### config.mk
export PLATFORM = sky130hd
export DESIGN_NAME = e203_exu_oitf_trk
export DESIGN_NICKNAME = d
export VERILOG_FILES = /design/src/rtl/e203_exu_oitf_trk.sv
export SDC_FILE = /design/constraint.sdc
export NUM_CORES = 1
export LEC_CHECK = 0
export CORE_ASPECT_RATIO = 0.7
export CORE_MARGIN = 2
export CORE_UTILIZATION = 40
export DETAILED_ROUTE_END_ITERATION = 12
export DONT_BUFFER_PORTS = 1
export PLACE_DENSITY = 0.59
export SYNTH_ARGS = -nofsm -noshare
export SYNTH_HDL_FRONTEND = slang
export SYNTH_SLANG_ARGS = --single-unit
### constraint.sdc
create_clock -name clk -period 7.5 [get_ports clk]
set_clock_uncertainty 0.1 [all_clocks]
set_input_delay 0.375 -clock clk [delete_from_list [all_inputs] [get_ports clk]]
set_output_delay 0.375 -clock clk [all_outputs]
set_load 0.01 [all_outputs]
### src/rtl/e203_exu_oitf_trk.sv
// Outstanding-instruction tracking FIFO for the long pipe: in-order alloc/retire
// of itags plus RAW/WAW hazard detection of the dispatching instruction.
module e203_exu_oitf_trk #(
   parameter int unsigned DEPTH   = 2,
   parameter int unsigned ITAG_W  = $clog2(DEPTH),
   parameter int unsigned RFIDX_W = 5,
   parameter int unsigned PC_W    = 32
) (
   input  logic               clk,
   input  logic               rst,

   input  logic               dis_ena,
   output logic               dis_ready,
   output logic [ITAG_W-1:0]  dis_ptr,
   input  logic [RFIDX_W-1:0] dis_rdidx,
   input  logic               dis_rdwen,
   input  logic               dis_rdfpu,
   input  logic [PC_W-1:0]    dis_pc,

   input  logic               disrs1_en,
   input  logic               disrs2_en,
   input  logic               disrs3_en,
   input  logic               disrd_en,
   input  logic [RFIDX_W-1:0] disrs1_idx,
   input  logic [RFIDX_W-1:0] disrs2_idx,
   input  logic [RFIDX_W-1:0] disrs3_idx,
   input  logic               disrs1_fpu,
   input  logic               disrs2_fpu,
   input  logic               disrs3_fpu,
   output logic               oitfrd_match_disrs1,
   output logic               oitfrd_match_disrs2,
   output logic               oitfrd_match_disrs3,
   output logic               oitfrd_match_disrd,

   input  logic               ret_ena,
   output logic               oitf_empty,
   output logic [ITAG_W-1:0]  ret_ptr,
   output logic [RFIDX_W-1:0] ret_rdidx,
   output logic               ret_rdwen,
   output logic               ret_rdfpu,
   output logic [PC_W-1:0]    ret_pc
);

   localparam int unsigned PTR_W = ITAG_W + 1;

   logic [PTR_W-1:0]   r_alloc_ptr;
   logic [PTR_W-1:0]   r_ret_ptr;
   logic [DEPTH-1:0]   r_vld;
   logic [RFIDX_W-1:0] r_rdidx [DEPTH];
   logic               r_rdwen [DEPTH];
   logic               r_rdfpu [DEPTH];
   logic [PC_W-1:0]    r_pc    [DEPTH];

   logic               w_empty;
   logic               w_full;
   logic               w_alloc_fire;
   logic               w_ret_fire;
   logic [ITAG_W-1:0]  w_alloc_idx;
   logic [ITAG_W-1:0]  w_ret_idx;
   logic               w_hit_rs1;
   logic               w_hit_rs2;
   logic               w_hit_rs3;
   logic               w_hit_rd;

   assign w_alloc_idx  = r_alloc_ptr[ITAG_W-1:0];
   assign w_ret_idx    = r_ret_ptr[ITAG_W-1:0];
   assign w_empty      = (r_alloc_ptr == r_ret_ptr);
   assign w_full       = (w_alloc_idx == w_ret_idx) &
                         (r_alloc_ptr[ITAG_W] != r_ret_ptr[ITAG_W]);
   assign w_alloc_fire = dis_ena & ~w_full;
   assign w_ret_fire   = ret_ena & ~w_empty;

   // Pointers carry a wrap bit; DEPTH is a power of two so +1 wraps naturally.
   always_ff @(posedge clk or posedge rst) begin
      if (rst) begin
         r_alloc_ptr <= '0;
         r_ret_ptr   <= '0;
      end else begin
         if (w_alloc_fire) r_alloc_ptr <= r_alloc_ptr + PTR_W'(1);
         if (w_ret_fire)   r_ret_ptr   <= r_ret_ptr + PTR_W'(1);
      end
   end

   // Entry storage; alloc and retire never target the same slot in one cycle.
   always_ff @(posedge clk or posedge rst) begin
      if (rst) begin
         r_vld <= '0;
         for (int i = 0; i < int'(DEPTH); i++) begin
            r_rdidx[i] <= '0;
            r_rdwen[i] <= 1'b0;
            r_rdfpu[i] <= 1'b0;
            r_pc[i]    <= '0;
         end
      end else begin
         if (w_ret_fire) r_vld[w_ret_idx] <= 1'b0;
         if (w_alloc_fire) begin
            r_vld[w_alloc_idx]   <= 1'b1;
            r_rdidx[w_alloc_idx] <= dis_rdidx;
            r_rdwen[w_alloc_idx] <= dis_rdwen;
            r_rdfpu[w_alloc_idx] <= dis_rdfpu;
            r_pc[w_alloc_idx]    <= dis_pc;
         end
      end
   end

   // Hazard scan over registered entries only.
   always_comb begin
      w_hit_rs1 = 1'b0;
      w_hit_rs2 = 1'b0;
      w_hit_rs3 = 1'b0;
      w_hit_rd  = 1'b0;
      for (int i = 0; i < int'(DEPTH); i++) begin
         if (r_vld[i] && r_rdwen[i]) begin
            if (r_rdidx[i] == disrs1_idx && r_rdfpu[i] == disrs1_fpu) w_hit_rs1 = 1'b1;
            if (r_rdidx[i] == disrs2_idx && r_rdfpu[i] == disrs2_fpu) w_hit_rs2 = 1'b1;
            if (r_rdidx[i] == disrs3_idx && r_rdfpu[i] == disrs3_fpu) w_hit_rs3 = 1'b1;
            if (r_rdidx[i] == dis_rdidx  && r_rdfpu[i] == dis_rdfpu)  w_hit_rd  = 1'b1;
         end
      end
   end

   assign oitfrd_match_disrs1 = disrs1_en & w_hit_rs1;
   assign oitfrd_match_disrs2 = disrs2_en & w_hit_rs2;
   assign oitfrd_match_disrs3 = disrs3_en & w_hit_rs3;
   assign oitfrd_match_disrd  = disrd_en  & w_hit_rd;

   assign dis_ready  = ~w_full;
   assign dis_ptr    = w_alloc_idx;
   assign oitf_empty = w_empty;
   assign ret_ptr    = w_ret_idx;
   assign ret_rdidx  = r_rdidx[w_ret_idx];
   assign ret_rdwen  = r_rdwen[w_ret_idx];
   assign ret_rdfpu  = r_rdfpu[w_ret_idx];
   assign ret_pc     = r_pc[w_ret_idx];

endmodule
==> impl_metrics.prom, run 1 <==
# TYPE chip_impl_metric gauge
chip_impl_info{name="status",value="finished, final reports clean"} 1
chip_impl_info{name="worst_r2r_startpoint",value="r_alloc_ptr[0]$_DFFE_PP0P_"} 1
chip_impl_metric{name="place.detailed.hpwl",unit="um"} 5660
chip_impl_info{name="cells_traversed_along_the_worst_timing_path",value="xor2_1 -> nor4_1 -> nand4_1 -> a21boi_0"} 1
chip_impl_info{name="dominantRegCellSynth",value="dfrtp_1"} 1
chip_impl_metric{name="vdd_ir_drop_max",unit="mV"} 0.211
chip_impl_info{name="clock_root_buffer",value="clkbuf_16"} 1
chip_impl_metric{name="final_hold_viol_count",unit=""} 0
chip_impl_metric{name="power.leakage",unit="nW"} 2.04
chip_impl_metric{name="num-nets-final",unit=""} 367
chip_impl_metric{name="yosysWarnings",unit=""} 0
chip_impl_metric{name="drive_gt1_frac",unit=""} 0.441
chip_impl_metric{name="fp.dieArea",unit="um2"} 11900
chip_impl_metric{name="globalplace.congestion",unit=""} 0.723
chip_impl_metric{name="area_growth_syn_to_layout",unit="%"} 7.62
chip_impl_info{name="start_kind",value="flip-flop"} 1
chip_impl_info{name="synthDominantAreaCellType",value="dfrtp_1"} 1
chip_impl_info{name="crit_start",value="r_rdidx[6]$_DFFE_PP0P_"} 1
chip_impl_metric{name="hold_slack",unit="ns"} 0.0712
chip_impl_metric{name="cts_inserted_buffers",unit=""} 9
chip_impl_metric{name="drt_first_pass_iters",unit=""} 3
chip_impl_metric{name="io_buffers",unit=""} 0
chip_impl_metric{name="diodes_inserted",unit=""} 0
chip_impl_metric{name="ys_seq_area_frac",unit=""} 0.476
chip_impl_metric{name="post_cts_hold_buffer_count",unit=""} 0
chip_impl_metric{name="flop_to_flop_setup_slack",unit="ns"} 5.01
chip_impl_metric{name="cts.repair_timing.setup_buffer_count",unit=""} 0
chip_impl_metric{name="first_iter_violations",unit=""} 62
chip_impl_metric{name="r2r.worst_path.cells",unit=""} 4
chip_impl_metric{name="final_min_period_over_clock_period",unit=""} 0.342
chip_impl_metric{name="area.sequential",unit="um2"} 2100
chip_impl_metric{name="library_cells_used_by_synthesis",unit=""} 21
chip_impl_metric{name="average_wire_per_cell_in_the_routed_design",unit="um"} 18.5
chip_impl_metric{name="grt.total_usage",unit=""} 0.149
chip_impl_info{name="setup.worst_path.end_class",value="output port"} 1
chip_impl_metric{name="maxSlewHeadroom",unit=""} 0.298
chip_impl_metric{name="multiInputGateArea",unit="um2"} 2160
chip_impl_metric{name="synthArstFlopShare",unit=""} 1.00
chip_impl_metric{name="synth_nets",unit=""} 379
chip_impl_metric{name="yosys_register_bits",unit=""} 84
chip_impl_metric{name="critical_path.max_fanout",unit=""} 6
chip_impl_metric{name="postRouteAntennaNets",unit=""} 0
chip_impl_metric{name="final-setup-viol-count",unit=""} 0
chip_impl_metric{name="max_cap_violations",unit=""} 0
chip_impl_metric{name="die-height",unit="um"} 91.9
chip_impl_metric{name="first_global_vias",unit=""} 2504
chip_impl_metric{name="data_arrival_critical_path",unit="ns"} 2.09
chip_impl_metric{name="power-per-cell-area",unit="nW/um2"} 504
chip_impl_metric{name="crit_required",unit="ns"} 7.03
chip_impl_metric{name="coreArea",unit="um2"} 10900
chip_impl_metric{name="setup_tns",unit="ns"} 0
chip_impl_metric{name="final.min_clock_period",unit="ns"} 2.56
chip_impl_metric{name="clock-sinks",unit=""} 84
chip_impl_metric{name="dr_wl_met2",unit="um"} 3730
chip_impl_metric{name="placed_cells_incl_taps",unit=""} 444
chip_impl_metric{name="cts-htree-levels",unit=""} 3
chip_impl_metric{name="routedLengthMet1",unit="um"} 3830
chip_impl_info{name="crit_path_end",value="oitfrd_match_disrs3"} 1
chip_impl_metric{name="cts.clk_slew.worst_paths",unit="ns"} 0.06
chip_impl_metric{name="netlist_area",unit="um2"} 4420
chip_impl_info{name="cts_tree",value="done"} 1
chip_impl_metric{name="number_of_synthesized_flops_with_an_enable_pin",unit=""} 0
chip_impl_metric{name="globalRoute.totalOverflow",unit=""} 0
chip_impl_metric{name="post_synthesis_cell_count",unit=""} 314
chip_impl_metric{name="initial_utilization",unit=""} 0.406
chip_impl_metric{name="post_cts.resized_instances",unit=""} 0
chip_impl_info{name="grt_setup_unrepaired",value="false"} 1
chip_impl_metric{name="clock_latency",unit="ns"} 0.33
chip_impl_info{name="post_synth_main_area_contributors",value="dfrtp_1, mux2_2, mux2_4"} 1
chip_impl_metric{name="max_slew.worst_pin.slew",unit="ns"} 1.05
chip_impl_info{name="setup.worst_path.class",value="flip-flop to output port"} 1
chip_impl_info{name="worst_r2r_endpoint",value="r_pc[27]$_DFFE_PP0P_"} 1
chip_impl_metric{name="synth_top_area_share",unit=""} 0.476
chip_impl_info{name="worst_path_max_delay_cell",value="nor4_1"} 1
chip_impl_metric{name="critical_path.max_stage_delay",unit="ns"} 0.53
chip_impl_metric{name="met3_wirelength",unit="um"} 843
chip_impl_metric{name="final-max-slew-violation-count",unit=""} 0
chip_impl_metric{name="clock.fmax",unit="MHz"} 390
chip_impl_metric{name="num_io_pins",unit=""} 112
chip_impl_info{name="dr.max_layer_used",value="met4"} 1
chip_impl_metric{name="via_count",unit=""} 2311
chip_impl_metric{name="grt_antenna_before_repair",unit=""} 0
chip_impl_metric{name="post_drt_via_cell_ratio",unit=""} 5.03
chip_impl_metric{name="final-instance-count-excl-fill",unit=""} 459
chip_impl_metric{name="wirelength",unit="um"} 8480
chip_impl_metric{name="remaining_drc_errors",unit=""} 0
chip_impl_info{name="post-synth-top-count-cell",value="dfrtp_1"} 1
chip_impl_metric{name="grt_max_degree",unit=""} 85
chip_impl_metric{name="synth_area_per_cell",unit="um2"} 14.1
chip_impl_metric{name="layout_filler_cell_count",unit=""} 1019
chip_impl_info{name="synth_commonest_cells",value="dfrtp_1, mux2_2, mux2_4"} 1
chip_impl_metric{name="clock_path_buffers",unit=""} 2
chip_impl_info{name="hold_path.class",value="input pin to flip-flop"} 1
chip_impl_metric{name="rows",unit=""} 32
chip_impl_metric{name="first_pass_grt_wire_length",unit="um"} 13400
chip_impl_metric{name="die_x",unit="um"} 130
==> cell families after synthesis <==
logic type,count (synthesis),synth area share
simple gates,26,0.0397
compound gates,7,0.0108
buf+inv,26,0.0360
flops,84,0.476
mux,117,0.331
xor+xnor,54,0.107
==> final cells by class <==
type,count,share of cell area
multi-input combinational,204,0.454
sequential,84,0.442
clock buffer,10,0.0482
tap,153,0.0403
clock inverter,5,0.0113
timing repair buffer,2,0.00316
inverter,1,0.00105
==> metal layers <==
metal / GRT usage / up-vias
met3: 0.0747 / 7
met2: 0.218 / 77
li1: - / 1073
met5: 0 / -
met4: 0.0430 / 0
met1: 0.195 / 1154
==> how the worst min path moves through the flow <==
stage                             end  cells past startpoint                from  slack [ns]
2_1_floorplan      r_vld[1]$_DFF_PP0_                      2  r_vld[1]$_DFF_PP0_        0.35
3_3_place_gp       r_vld[1]$_DFF_PP0_                      2  r_vld[1]$_DFF_PP0_        0.37
3_5_place_dp       r_vld[1]$_DFF_PP0_                      2  r_vld[1]$_DFF_PP0_        0.38
4_1_cts        r_rdidx[6]$_DFFE_PP0P_                      1        dis_rdidx[1]        0.06
5_1_grt        r_rdidx[6]$_DFFE_PP0P_                      1        dis_rdidx[1]        0.05
6_report       r_rdidx[6]$_DFFE_PP0P_                      1        dis_rdidx[1]        0.07
==> report_power, final <==
part / leakage, nW / total, W / switching [W] / internal (W)
clock network: 0.142 / 0.000422 / 0.000167 / 0.000255
logic: 0.914 / 0.00109 / 0.000469 / 0.000620
registers: 0.987 / 0.000886 / 0.000193 / 0.000693
==> flip-flops by register name, indices dropped and copies added (netlist names) <==
signal / flops
r_rdwen: 2
r_alloc_ptr: 2
r_pc: 64
r_rdfpu: 2
r_rdidx: 10
r_vld: 2
r_ret_ptr: 2
==> layout by cell type (no fill, tap or decap) <==
cell	netlist	final
dfrtp_2	0	1
nand2_1	6	6
a21boi_0	4	4
clkinv_4	0	1
dfrtp_1	84	83
o211ai_1	1	1
nand4_1	8	8
or2b_4	1	1
mux2_4	38	38
nor2_1	1	1
xor2_1	26	26
bufinv_16	0	1
mux2_1	3	3
xnor2_1	28	28
nor4_1	8	8
clkbuf_1	14	1
o21ai_0	2	2
buf_4	0	2
clkbuf_16	0	9
nand3b_4	1	1
clkinv_2	0	4
nand3_4	1	1
mux2_2	76	76
==> worst max-delay path: cells and delay by family (launching register included) <==
family | cells | cell delay (ns)
flip-flops | 1 | 0.51
XOR/XNOR | 1 | 0.21
AO/OA/AOI/OAI | 1 | 0.35
AND/OR/NAND/NOR | 2 | 0.69
==> metrics by stage <==
stage | instance area, um2 | util | worst slack, ns | power [W]
finish | 4750 | 0.436 | 4.94 | 0.00240
global placement | 4470 | 0.411 | 5.04 | 0.00197
CTS | 4750 | 0.436 | 4.95 | 0.00243
detailed placement | 4470 | 0.411 | 5.00 | 0.00200
global route | 4750 | 0.436 | 4.81 | 0.00255
floorplan | 4420 | - | 4.86 | 0.00185
Power figures use the tool's default switching activity.
==> run 2: changes to the inputs <==
Settings changed: ABC_AREA from default to 1, PLACE_DENSITY 0.59 to 0.61.
Clock period 7.5 ns to 2.2 ns, I/O delays scaled along.
==> run 2 against run 1 <==
Non-clock buffer count is 54 higher. Synthesized cell count rose by 120%. Global-route usage rose by 6.8 points. Critical path depth rose by 4. Die area grew 2.7%. Sequential share of layout area fell by 5.6 points. Via count up 85%. Critical path type unchanged. Sequential cell count is the same. Register-to-register slack got worse by 4.6 ns.
==> impl_metrics.prom, run 2 <==
# TYPE chip_impl_metric gauge
chip_impl_info{name="status",value="finished, final reports clean"} 1
chip_impl_metric{name="library_cells_used_by_synthesis",unit=""} 16
chip_impl_metric{name="area_growth_syn_to_layout",unit="%"} 19.9
chip_impl_metric{name="synth_simple_gate_area_share",unit=""} 0.437
chip_impl_info{name="final_common_cell",value="nand2_1"} 1
chip_impl_metric{name="cts.clk_slew.worst_paths",unit="ns"} 0.06
chip_impl_metric{name="place.detailed.hpwl",unit="um"} 8690
chip_impl_metric{name="final.min_clock_period",unit="ns"} 1.89
chip_impl_metric{name="synthXorXnorAreaFrac",unit=""} 0.0174
chip_impl_metric{name="power.sequential.fraction",unit=""} 0.372
chip_impl_info{name="synth_commonest_cells",value="nand2_1, dfrtp_1, inv_1"} 1
chip_impl_metric{name="num-nets-final",unit=""} 811
chip_impl_metric{name="critical_path.max_fanout",unit=""} 6
chip_impl_info{name="layout_top_registers",value="r_pc: 64 flops, r_rdidx: 10 flops"} 1
chip_impl_metric{name="die_x",unit="um"} 131
chip_impl_metric{name="synth.area.mux_share",unit=""} 0
chip_impl_metric{name="netlist_area",unit="um2"} 4540
chip_impl_metric{name="clock_latency",unit="ns"} 0.33
chip_impl_metric{name="cellInternalPower",unit="W"} 0.00421
chip_impl_metric{name="synth_compound_gate_area_share",unit=""} 0.0154
chip_impl_metric{name="final_min_period_over_clock_period",unit=""} 0.859
chip_impl_metric{name="fp.dieArea",unit="um2"} 12200
chip_impl_metric{name="drive_gt1_frac",unit=""} 0.0453
chip_impl_metric{name="first_iter_violations",unit=""} 355
chip_impl_metric{name="post_synth_fa_ha_maj_area_fraction",unit=""} 0
chip_impl_metric{name="remaining_drc_errors",unit=""} 0
chip_impl_metric{name="clock-sinks",unit=""} 84
chip_impl_metric{name="max_cap_violations",unit=""} 0
chip_impl_metric{name="setup_tns",unit="ns"} 0
chip_impl_metric{name="grt.total_usage",unit=""} 0.217
chip_impl_info{name="setup.worst_path.class",value="flip-flop to output port"} 1
chip_impl_metric{name="power.share.clock",unit=""} 0.174
chip_impl_metric{name="diodes_inserted",unit=""} 0
chip_impl_info{name="grt_setup_unrepaired",value="false"} 1
chip_impl_metric{name="cts_inserted_buffers",unit=""} 9
chip_impl_metric{name="drt_first_pass_iters",unit=""} 6
chip_impl_metric{name="post_synthesis_cell_count",unit=""} 705
chip_impl_info{name="start_kind",value="flip-flop"} 1
chip_impl_metric{name="globalRoute.totalOverflow",unit=""} 0
chip_impl_metric{name="cts-htree-levels",unit=""} 3
chip_impl_metric{name="postRouteAntennaNets",unit=""} 0
chip_impl_metric{name="final_hold_viol_count",unit=""} 0
chip_impl_info{name="registers.top_by_ff_count",value="r_pc"} 1
chip_impl_metric{name="num_io_pins",unit=""} 112
chip_impl_info{name="clock_root_buffer",value="clkbuf_16"} 1
chip_impl_info{name="synthDominantAreaCellType",value="dfrtp_1"} 1
chip_impl_metric{name="clock.fmax",unit="MHz"} 529
chip_impl_metric{name="netSwitchingPower",unit="W"} 0.00364
chip_impl_metric{name="first_global_vias",unit=""} 4101
chip_impl_info{name="dominantRegCellSynth",value="dfrtp_1"} 1
chip_impl_metric{name="comb_power_share",unit=""} 0.454
chip_impl_metric{name="post_cts.resized_instances",unit=""} 0
chip_impl_metric{name="synth_top_area_share",unit=""} 0.463
chip_impl_info{name="post_synth_main_area_contributors",value="dfrtp_1, nand2_1, inv_1"} 1
chip_impl_metric{name="average_wire_per_cell_in_the_routed_design",unit="um"} 13.8
chip_impl_metric{name="p_sw_frac",unit=""} 0.463
chip_impl_metric{name="grt_antenna_before_repair",unit=""} 0
chip_impl_info{name="most-common-layout-cells",value="nand2_1, dfrtp_1, inv_1, dlygate4sd3_1, nor2_1"} 1
chip_impl_metric{name="clock_path_buffers",unit=""} 2
chip_impl_metric{name="wirelength",unit="um"} 12500
chip_impl_info{name="hold_path.class",value="input pin to async pin"} 1
chip_impl_metric{name="post_drt_via_cell_ratio",unit=""} 4.72
chip_impl_metric{name="die-height",unit="um"} 93.1
chip_impl_metric{name="via_count",unit=""} 4270
chip_impl_metric{name="number_of_synthesized_flops_with_an_enable_pin",unit=""} 0
chip_impl_metric{name="power-per-cell-area",unit="nW/um2"} 1440
chip_impl_metric{name="final-setup-viol-count",unit=""} 0
chip_impl_metric{name="first_pass_grt_wire_length",unit="um"} 21000
chip_impl_metric{name="ys_seq_area_frac",unit=""} 0.463
chip_impl_metric{name="synth_nets",unit=""} 770
chip_impl_metric{name="post-layout-total-power",unit="W"} 0.00785
chip_impl_metric{name="grt_max_degree",unit=""} 53
chip_impl_metric{name="power.leakage",unit="nW"} 3.11
chip_impl_metric{name="io_buffers",unit=""} 0
chip_impl_info{name="post-synth-top-count-cell",value="nand2_1"} 1
chip_impl_metric{name="synthArstFlopShare",unit=""} 1.00
chip_impl_metric{name="maxSlewHeadroom",unit=""} 0.712
chip_impl_metric{name="synth_area_per_cell",unit="um2"} 6.44
chip_impl_info{name="synth_top_family_by_area",value="simple AND/OR/NAND/NOR gates"} 1
chip_impl_metric{name="data_arrival_critical_path",unit="ns"} 1.68
chip_impl_info{name="setup.worst_path.end_class",value="output port"} 1
chip_impl_metric{name="crit_required",unit="ns"} 1.99
chip_impl_metric{name="yosys_register_bits",unit=""} 84
chip_impl_metric{name="max_slew.worst_pin.slew",unit="ns"} 0.428
chip_impl_metric{name="coreArea",unit="um2"} 11100
chip_impl_metric{name="yosysWarnings",unit=""} 0
chip_impl_metric{name="rows",unit=""} 32
chip_impl_info{name="cts_tree",value="done"} 1
chip_impl_metric{name="vdd_ir_drop_max",unit="mV"} 0.606
chip_impl_metric{name="globalplace.congestion",unit=""} 0.893
chip_impl_metric{name="initial_utilization",unit=""} 0.411
chip_impl_metric{name="final-max-slew-violation-count",unit=""} 0
chip_impl_metric{name="largest_register_ffs",unit=""} 64
-- run 2: logic make-up (layout without fill, tap and decap cells) --
kind of cell | Yosys count | in the layout
and+or+nand+nor | 524 | 524
DFF | 84 | 84
buffers and inverters | 74 | 120
AOI/OAI and AO/OA | 14 | 14
xor gates and xnor gates | 9 | 9
-- run 2: worst paths after layout --
kind	start	end	slack [ns]	cells after the start
setup / recovery	r_rdidx[6]$_DFFE_PP0P_	oitfrd_match_disrs2	0.31	8
hold / removal	rst	r_pc[39]$_DFFE_PP0P_	0.14	2
setup reg to reg	r_alloc_ptr[0]$_DFFE_PP0P_	r_pc[30]$_DFFE_PP0P_	0.40	8
hold reg to reg	r_pc[42]$_DFFE_PP0P_	r_pc[42]$_DFFE_PP0P_	0.37	2
max in group asynchronous	rst	r_ret_ptr[0]$_DFFE_PP0N_	1.29	3
min in group clk	disrd_en	oitfrd_match_disrd	0.21	2
-- run 2: per-layer routing --
layer	global-route usage	up-vias	part of all wire
li1	-	2161	-
met1	0.309	1946	0.48
met2	0.327	151	0.42
met3	0.0569	12	0.077
met4	0.0661	0	0.015
met5	0	-	0
-- run 2: stage by stage --
step           setup WS, ns  instances  cell area, um2  hold slack, ns  utilization
3_5_place_dp          0.406        846            4750          -0.140        0.430
5_1_grt              0.0611        904            5440           0.146        0.493
2_1_floorplan         0.655        705            4540           0.127            -
3_3_place_gp          0.479        846            4750          -0.143        0.430
4_1_cts               0.312        904            5440           0.119        0.493
6_report              0.311        904            5440           0.136        0.493
-- run 2: final cells by class --
| cell class | instances | area, um2 |
|---|---|---|
| fill | 1121 | 5610 |
| multi-input combinational | 547 | 2140 |
| sequential | 84 | 2100 |
| timing repair buffer | 56 | 551 |
| clock buffer | 11 | 243 |
| tap | 153 | 191 |
| inverter | 48 | 184 |
| clock inverter | 5 | 27.5 |
-- run 2: power by group through the flow --
stage | logic, W | clock network, W | registers, W
6_report | 0.00356 | 0.00137 | 0.00292
5_1_grt | 0.00412 | 0.00147 | 0.00303
4_1_cts | 0.00358 | 0.00141 | 0.00291
3_5_place_dp | 0.00350 | 0 | 0.00293
3_3_place_gp | 0.00343 | 0 | 0.00290
2_1_floorplan | 0.00272 | 0 | 0.00271
-- run 2: what timing repair did --
action	in CTS	in global routing
setup buffers	0	0
hold buffers	42	0
hold endpoints to repair	167	0
-- run 2: critical path: stages (launching register included) --
cell and delay, ns:
dfrtp_1 0.50, inv_1 0.15, nand2_1 0.09, nand2_1 0.05
nor2_1 0.14, nand2_1 0.11, nor2_1 0.09, nor2_1 0.04
nor2_1 0.17
